--- src/rtl/uart_arb_pkg.sv ---
// Shared types and helpers for the UART transmit arbiter and its round-robin picker.
// The header-tag state is only used when UART_CHANNEL_TAG_EN is defined.
package uart_arb_pkg;

  typedef enum logic [1:0] {
    IDLE   = 2'd0,
    TAG    = 2'd1,
    STREAM = 2'd2
  } arb_state_t;

  localparam logic [3:0] TAG_NIBBLE = 4'hA;
  localparam int         MAX_REQ    = 16;

  // Returns the first set index of req[n-1:0] starting at ptr and wrapping, or -1 when none is set.
  function automatic int rr_first_set(input logic [15:0] req, input logic [3:0] ptr, input int n);
    int         result;
    logic [3:0] j;
    result = -1;
    j      = '0;
    for (int k = MAX_REQ - 1; k >= 0; k--) begin
      if (k < n) begin
        j = 4'((int'(ptr) + k) % n);
        if (req[j]) result = int'(j);
      end
    end
    return result;
  endfunction

endpackage

--- src/rtl/uart_rr_picker.sv ---
// Combinational round-robin priority picker; shared by the TX arbiter and the RX dispatch side.
module uart_rr_picker
  import uart_arb_pkg::*;
#(
  parameter int NUM_REQ = 4,
  parameter int IDX_W   = $clog2(NUM_REQ)
) (
  input  logic [NUM_REQ-1:0] req,
  input  logic [IDX_W-1:0]   ptr,
  output logic               found,
  output logic [IDX_W-1:0]   idx
);

  int first_idx;

  always_comb begin
    first_idx = rr_first_set(16'(req), 4'(ptr), NUM_REQ);
  end

  assign found = (first_idx >= 0);
  assign idx   = IDX_W'(first_idx);

endmodule

--- src/rtl/uart_tx_arbiter.sv ---
// Round-robin arbiter sharing the UART TX push interface among NUM_REQ byte-stream requesters.
// Define UART_CHANNEL_TAG_EN to prefix every burst with a {4'hA, requester id} header byte.
module uart_tx_arbiter
  import uart_arb_pkg::*;
#(
  parameter int NUM_REQ   = 4,
  parameter int MAX_BURST = 16,
  parameter int IDX_W     = $clog2(NUM_REQ)
) (
  input  logic                 UART_SRC_CK,
  input  logic                 UART_RST_N,
  input  logic [NUM_REQ-1:0]   REQ_VALID,
  input  logic [8*NUM_REQ-1:0] REQ_DATA,
  input  logic [NUM_REQ-1:0]   REQ_LAST,
  output logic [NUM_REQ-1:0]   REQ_READY,
  output logic [7:0]           TX_REG,
  output logic                 PUSH_TX,
  input  logic                 TX_FULL,
  output logic [IDX_W-1:0]     GRANT_ID,
  output logic                 BUSY
);

  arb_state_t       state;
  logic [IDX_W-1:0] ptr;
  logic [7:0]       cnt;
  logic             pick_found;
  logic [IDX_W-1:0] pick_idx;
  logic             accept;
  logic             release_burst;
  logic [7:0]       cnt_next;

  uart_rr_picker #(
    .NUM_REQ(NUM_REQ),
    .IDX_W  (IDX_W)
  ) u_picker (
    .req  (REQ_VALID),
    .ptr  (ptr),
    .found(pick_found),
    .idx  (pick_idx)
  );

  // Push path is a pure mux of the holder's request so a byte leaves in the cycle it is offered.
  always_comb begin
    REQ_READY = '0;
    TX_REG    = '0;
    PUSH_TX   = 1'b0;
    case (state)
      STREAM: begin
        TX_REG              = REQ_DATA[GRANT_ID*8 +: 8];
        PUSH_TX             = REQ_VALID[GRANT_ID] & ~TX_FULL;
        REQ_READY[GRANT_ID] = PUSH_TX;
      end
`ifdef UART_CHANNEL_TAG_EN
      TAG: begin
        TX_REG  = {TAG_NIBBLE, 4'(GRANT_ID)};
        PUSH_TX = ~TX_FULL;
      end
`endif
      default: ;
    endcase
  end

  assign accept        = (state == STREAM) & PUSH_TX;
  assign cnt_next      = cnt + 8'd1;
  assign release_burst = accept & (REQ_LAST[GRANT_ID] | (cnt_next == 8'(MAX_BURST)));
  assign BUSY          = (state != IDLE);

  always_ff @(posedge UART_SRC_CK or negedge UART_RST_N) begin
    if (!UART_RST_N) begin
      state    <= IDLE;
      GRANT_ID <= '0;
      ptr      <= '0;
      cnt      <= '0;
    end else begin
      case (state)
        IDLE: begin
          if (pick_found) begin
            GRANT_ID <= pick_idx;
            cnt      <= '0;
`ifdef UART_CHANNEL_TAG_EN
            state    <= TAG;
`else
            state    <= STREAM;
`endif
          end
        end
`ifdef UART_CHANNEL_TAG_EN
        TAG: begin
          if (!TX_FULL) state <= STREAM;
        end
`endif
        STREAM: begin
          if (accept) begin
            cnt <= cnt_next;
            if (release_burst) begin
              ptr   <= (GRANT_ID == IDX_W'(NUM_REQ - 1)) ? '0 : GRANT_ID + 1'b1;
              state <= IDLE;
            end
          end
        end
        default: state <= IDLE;
      endcase
    end
  end

endmodule

--- config.mk ---
export PLATFORM = sky130hd
export DESIGN_NAME = uart_tx_arbiter
export DESIGN_NICKNAME = d
export VERILOG_FILES = /design/src/rtl/uart_arb_pkg.sv /design/src/rtl/uart_rr_picker.sv /design/src/rtl/uart_tx_arbiter.sv
export SDC_FILE = /design/constraint.sdc
export NUM_CORES = 1
export LEC_CHECK = 0
export ABC_AREA = 1
export CAP_MARGIN = 20
export CORE_MARGIN = 3
export CORE_UTILIZATION = 42
export CTS_CLUSTER_DIAMETER = 120
export CTS_CLUSTER_SIZE = 30
export DETAILED_ROUTE_END_ITERATION = 7
export GPL_TIMING_DRIVEN = 1
export PLACE_DENSITY = 0.81
export SYNTH_ARGS = -nofsm -noshare
export SYNTH_HDL_FRONTEND = slang
export SYNTH_SLANG_ARGS = --single-unit
export TNS_END_PERCENT = 30
--- constraint.sdc ---
create_clock -name UART_SRC_CK -period 1.76 [get_ports UART_SRC_CK]
set_input_delay 0.352 -clock UART_SRC_CK [delete_from_list [all_inputs] [get_ports UART_SRC_CK]]
set_output_delay 0.352 -clock UART_SRC_CK [all_outputs]
set_load 0.01 [all_outputs]
; Word level (Yosys, flattened, before mapping)
; Cells that the tools add are included.
[word_totals]
word_cells = 72
inputBits = 43
regBits = 14
out_inout_bits = 16
[classes]
mux = 29
magnitude_cmp = 7
add_sub_neg = 5
shifts = 1
n_eq_ne = 6
bitwise_logic = 9
reduce_logical = 11
[ops]
columns = op, count
row1 = $mux 32, 4
row2 = $ge 32x1->1 const B, 1
row3 = $shiftx 32x6->8, 1
row4 = $mux 8, 3
row5 = $pmux 8 s2, 1
row6 = $lt 4x5->1 const B, 3
row7 = $bmux 1 s3, 3
row8 = $reduce_and 3->1, 3
row9 = $add 8x1->8 const B, 1
row10 = $eq 8x5->1 const B, 1
row11 = $mux 1, 8
row12 = $mux 2, 4
row13 = $bmux 1 s2, 3
row14 = $ne 2x2->1 const B, 3
row15 = $reduce_or 2->1, 3
row16 = $lt 2x5->1 const B, 1
row17 = $add 2x1->2 const B, 2
row18 = $add 2x2->2 const B, 2
row19 = $and 4x4->4, 1
row20 = $eq 2x2->1 const B, 2
row21 = $mux 4, 1
row22 = $pmux 2 s2, 1
row23 = $reduce_bool 2->1, 2
row24 = $and 1x1->1, 3
row25 = 9 further kinds, 11

; Depth between registers and ports, before layout
[depth]
word_depth = 12
ltp_mapped = 12
mapped_depth_nobuf = 11

; Hierarchy
; Synthesis repeated with hierarchy kept, for this count alone.
[hier_totals]
hier_cells = 226
hier_area_um2 = 1338.8
[by_module_without_submodules]
columns = mod, n_inst, cells_each, area_each_um2, seq_area_each_um2
row1 = uart_tx_arbiter, 1, 182, 1133.6, 325.3
row2 = uart_rr_picker, 1, 44, 205.2, 0.0

; Worst setup path after synthesis
; Ideal clock, no wire load.
[synth_timing]
path_kind = register to output
start = register GRANT_ID[0]
end = output port REQ_READY[2]
required_time_ns = 1.408
path_buffers = 2
arrival_ns = 1.341
path_slack_ns = 0.067
stages_incl_launch_ff = 7
path_cell_list = dfrtp_1 -> inv_1 -> clkbuf_1 -> buf_2 -> ha_1 -> inv_1 -> nor2_1
[synth_between]
elab_chain_len = 6
word_cells_on_any_way = 10
cone_classes = order compare: 2 / mux: 5 / bitwise: 2 / reduce/logical: 1
[synth_lines]
columns = element, line_no
row1 = "start, declared", uart_tx_arbiter.sv:19  ; output logic [IDX_W-1:0] GRANT_ID,
row2 = "start signal, assigned", uart_tx_arbiter.sv:78  ; GRANT_ID <= pick_idx;
row3 = $lt 2x3->1 (not written as such) / $ge 2x1->1 (equally long branches), uart_tx_arbiter.sv:51  ; REQ_READY[GRANT_ID] = PUSH_TX;
row4 = $logic_and 1x1->1 (not written as such), uart_tx_arbiter.sv:51
row5 = $mux 1 (not written as such), uart_tx_arbiter.sv:51
row6 = $demux 1 s2, uart_tx_arbiter.sv:51
row7 = $and 4x4->4 (no source line) (*), --
row8 = $mux 4 (*), uart_tx_arbiter.sv:47  ; case (state)
row9 = "end, declared", uart_tx_arbiter.sv:15  ; output logic [NUM_REQ-1:0] REQ_READY,
; Mark *: on every way between the ends. The rest lies on a longest branch, timed or not. The select of a mux whose other input is x is not followed.

; Worst setup path after layout
; Ends and elaborated chain as after synthesis.

==> reports/results.txt <==
Core ar.: 0.00283 mm^2
Avg Inst Size Synth: 5.99 um^2
most frequent CP cell: buf_6
DR iter-0 viols: 116
WS Path Type: flop to output pin
share of the core filled with cells: 0.742
sequential share of power: 0.184
Total GRT Usage: 0.217
status: finished with violations
Num CTS Buffers: 3
vias in the first global route: 1,483
Synth Area in Compound Gates: 0.191
DR vias/cell: 5.04
First-pass DRT Iterations: 4
met1 Use GR: 0.259
vias post-DR: 1,652
WP data required: 1410 ps
Antenna Nets Post-Route: 0
simple-gate share of the synthesized area: 0.391
clk_skew: 0.941 ps
Rel. slew slack: 0.608
crit-path max cell delay: 460 ps
max-cap violations: 0
Filler cells: 239
largest net degree at the start of global routing: 21
met3 Use GR: 0.0482
share of cells above drive strength 1: 0.226
most common cell in the netlist: nand2_1
Slew Viols, Final: 0
grt met2 use: 0.382
maximum clock rate: 519 MHz
Initial Util: 0.456
Final Cell Area: 0.00210 mm^2
Tmin final: 1920 ps
EDFF count, synth: 0
ys async rst share: 1.00
WL/cell: 12.9 um
Power per Cell Area: 1350 mW/mm^2
Worst Setup End Kind: output pin
unrepaired setup endpoints after global routing: yes
synth cell count leaders: nand2_1, nor2_1, o21ai_0
die outline height: 61.4 um
DRT Wirelength: 4.22 mm
DRC viols: 0
most used routing layer in global routing: met2
CP top delay family: flip-flops
syn_nets: 263
worst min-delay path class: primary input to async pin
crit path cell chain: buf_6, o21ai_2, o21ai_1, nand3_2, buf_6, nor2_1, buf_2
Leak: 0.000997 uW
DP Wirelength: 3.05 mm
Post-synth top flop: dfrtp_1
IO Pins: 59
clock latency at the later pin of the worst-skew pair: 280 ps
Buf/Inv on CP: 3
sequential area share after synthesis: 0.252
Cell Area, Placed: 0.00202 mm^2
Final WS setup: -165 ps
Die Wd: 61.4 um
number of synthesized register bits: 13
CP arrival: 1570 ps
Synthesis Warnings: 0
switching power: 1370 uW
failing checks: negative setup slack
Post-Syn Area: 0.00129 mm^2
Worst Setup Start Kind: flop
nets: 346
H-tree lvl count: 1
Cell Rows: 19
largest family of logic cells by synthesized area: simple AND/OR/NAND/NOR gates
Slew @ Worst Pin: 586 ps
Synth Area in Adders: 0.0485
gr ovfl total: 0
Die ar.: 0.00377 mm^2
final period utilization: 1.09
Clock Path Buffers: 2
Syn-to-layout area delta: 62.8%
switching share of power: 0.483
post-synthesis xor/xnor area fraction: 0.0204
clk slew on worst S/H paths: 80 ps
# diodes: 0
Unique masters post-synth: 26
post-synth top area share: 0.252
mux contribution to synthesized area: 0
endpoints failing hold: 0
clock share of power: 0.066
VDD IR-drop max: 0.929 mV
TritonCTS clock tree: done
critical path peak fanout: 6
initial antenna violation count: 0
CTS root buf: clkbuf_4
Area contributors post-synth: dfrtp_1, nand2_1, nor2_1
Worst path slowest cell: dfrtp_2
combinational power share: 0.750
global-route wire length before repair: 6.27 mm
Internal: 1460 uW
pre-CTS WS: -654 ps
cell count after synthesis: 215
Num Clock Sinks: 13
GPL Wtd Cong: 0.807
Synth area leader: dfrtp_1
Port Buf Inserts: 58
final setup vio count: 17
-- final cells by class --
type / count / area, um^2 / area share
flip-flops and latches: 13 / 328 / 0.156
clock buffers: 4 / 26.3 / 0.0125
repair buffers: 85 / 752 / 0.358
well taps: 31 / 38.8 / 0.0185
multi-input cells: 174 / 872 / 0.416
inverters: 21 / 81.3 / 0.0388
-- final timing paths --
path	start	slack, ps	cells after the start	to
worst max-delay path	GRANT_ID[0]$_DFFE_PN0P_	-160	7	REQ_READY[2]
worst min-delay path	UART_RST_N	440	1	cnt[0]$_DFFE_PN0P_
worst max register to register	GRANT_ID[0]$_DFFE_PN0P_	-110	12	cnt[1]$_DFFE_PN0P_
worst min register to register	cnt[7]$_DFFE_PN0P_	550	2	cnt[7]$_DFFE_PN0P_
max in group asynchronous	UART_RST_N	910	1	GRANT_ID[1]$_DFFE_PN0P_
min in group UART_SRC_CK	cnt[7]$_DFFE_PN0P_	550	2	cnt[7]$_DFFE_PN0P_
-- metrics by stage --
stage                     total power (uW)  hold WS [ps]  setup TNS [ps]  instances
after floorplan                       1660          56.4               0        215
after global placement                2510           515           -6980        317
after detailed placement              2540           537           -7540        317
after CTS                             2720           451           -1120        326
after global routing                  3090           474           -3940        328
final                                 2830           438           -1160        328
-- repair_timing --
item                       CTS  global route
hold buffers                 0             0
resized for setup           61            25
pin swaps                    5             4
setup buffers                5             2
gates cloned                 0             0
setup endpoints to repair   15            25
hold endpoints to repair     0             0
-- layer usage --
metal / up-vias / part of all wire
li1: 846 / -
met1: 721 / 0.41
met2: 72 / 0.46
met3: 13 / 0.10
met4: 0 / 0.027
met5: - / 0
-- power groups by stage --
stage	Sequential (uW)	Combinational, uW	Clock, uW
final	521	2120	188
after global routing	539	2360	195
after global placement	501	2010	0
after CTS	505	2020	189
after detailed placement	505	2030	0
after floorplan	495	1170	0
-- placed cells by master (no fill, tap or decap), drive strengths merged --
master	n
inv	20
o22ai	1
a32o	1
dlygate4sd2	4
dfrtp	13
ha	5
nor2	51
a21oi	10
o21ai	30
xor2	3
or2	2
clkdlybuf4s50	41
nand2	58
clkinv	1
buf	40
nand3	12
clkbuf	4
a21boi	1
-- sequential cells by signal, summed over array words and instances (netlist names) --
| register | cells |
|---|---|
| ptr | 2 |
| cnt | 8 |
| state | 1 |
| GRANT_ID | 2 |
-- cells by family (layout without fill, tap and decap cells) --
| group | Yosys count | in the layout |
|---|---|---|
| adder cells (fa/ha/maj) | 5 | 5 |
| AND/OR/NAND/NOR | 123 | 123 |
| buffers and inverters | 28 | 110 |
| XOR/XNOR | 3 | 3 |
| AO/OA/AOI/OAI | 43 | 43 |
| flip-flops | 13 | 13 |
(Power assumes the default switching activity.)
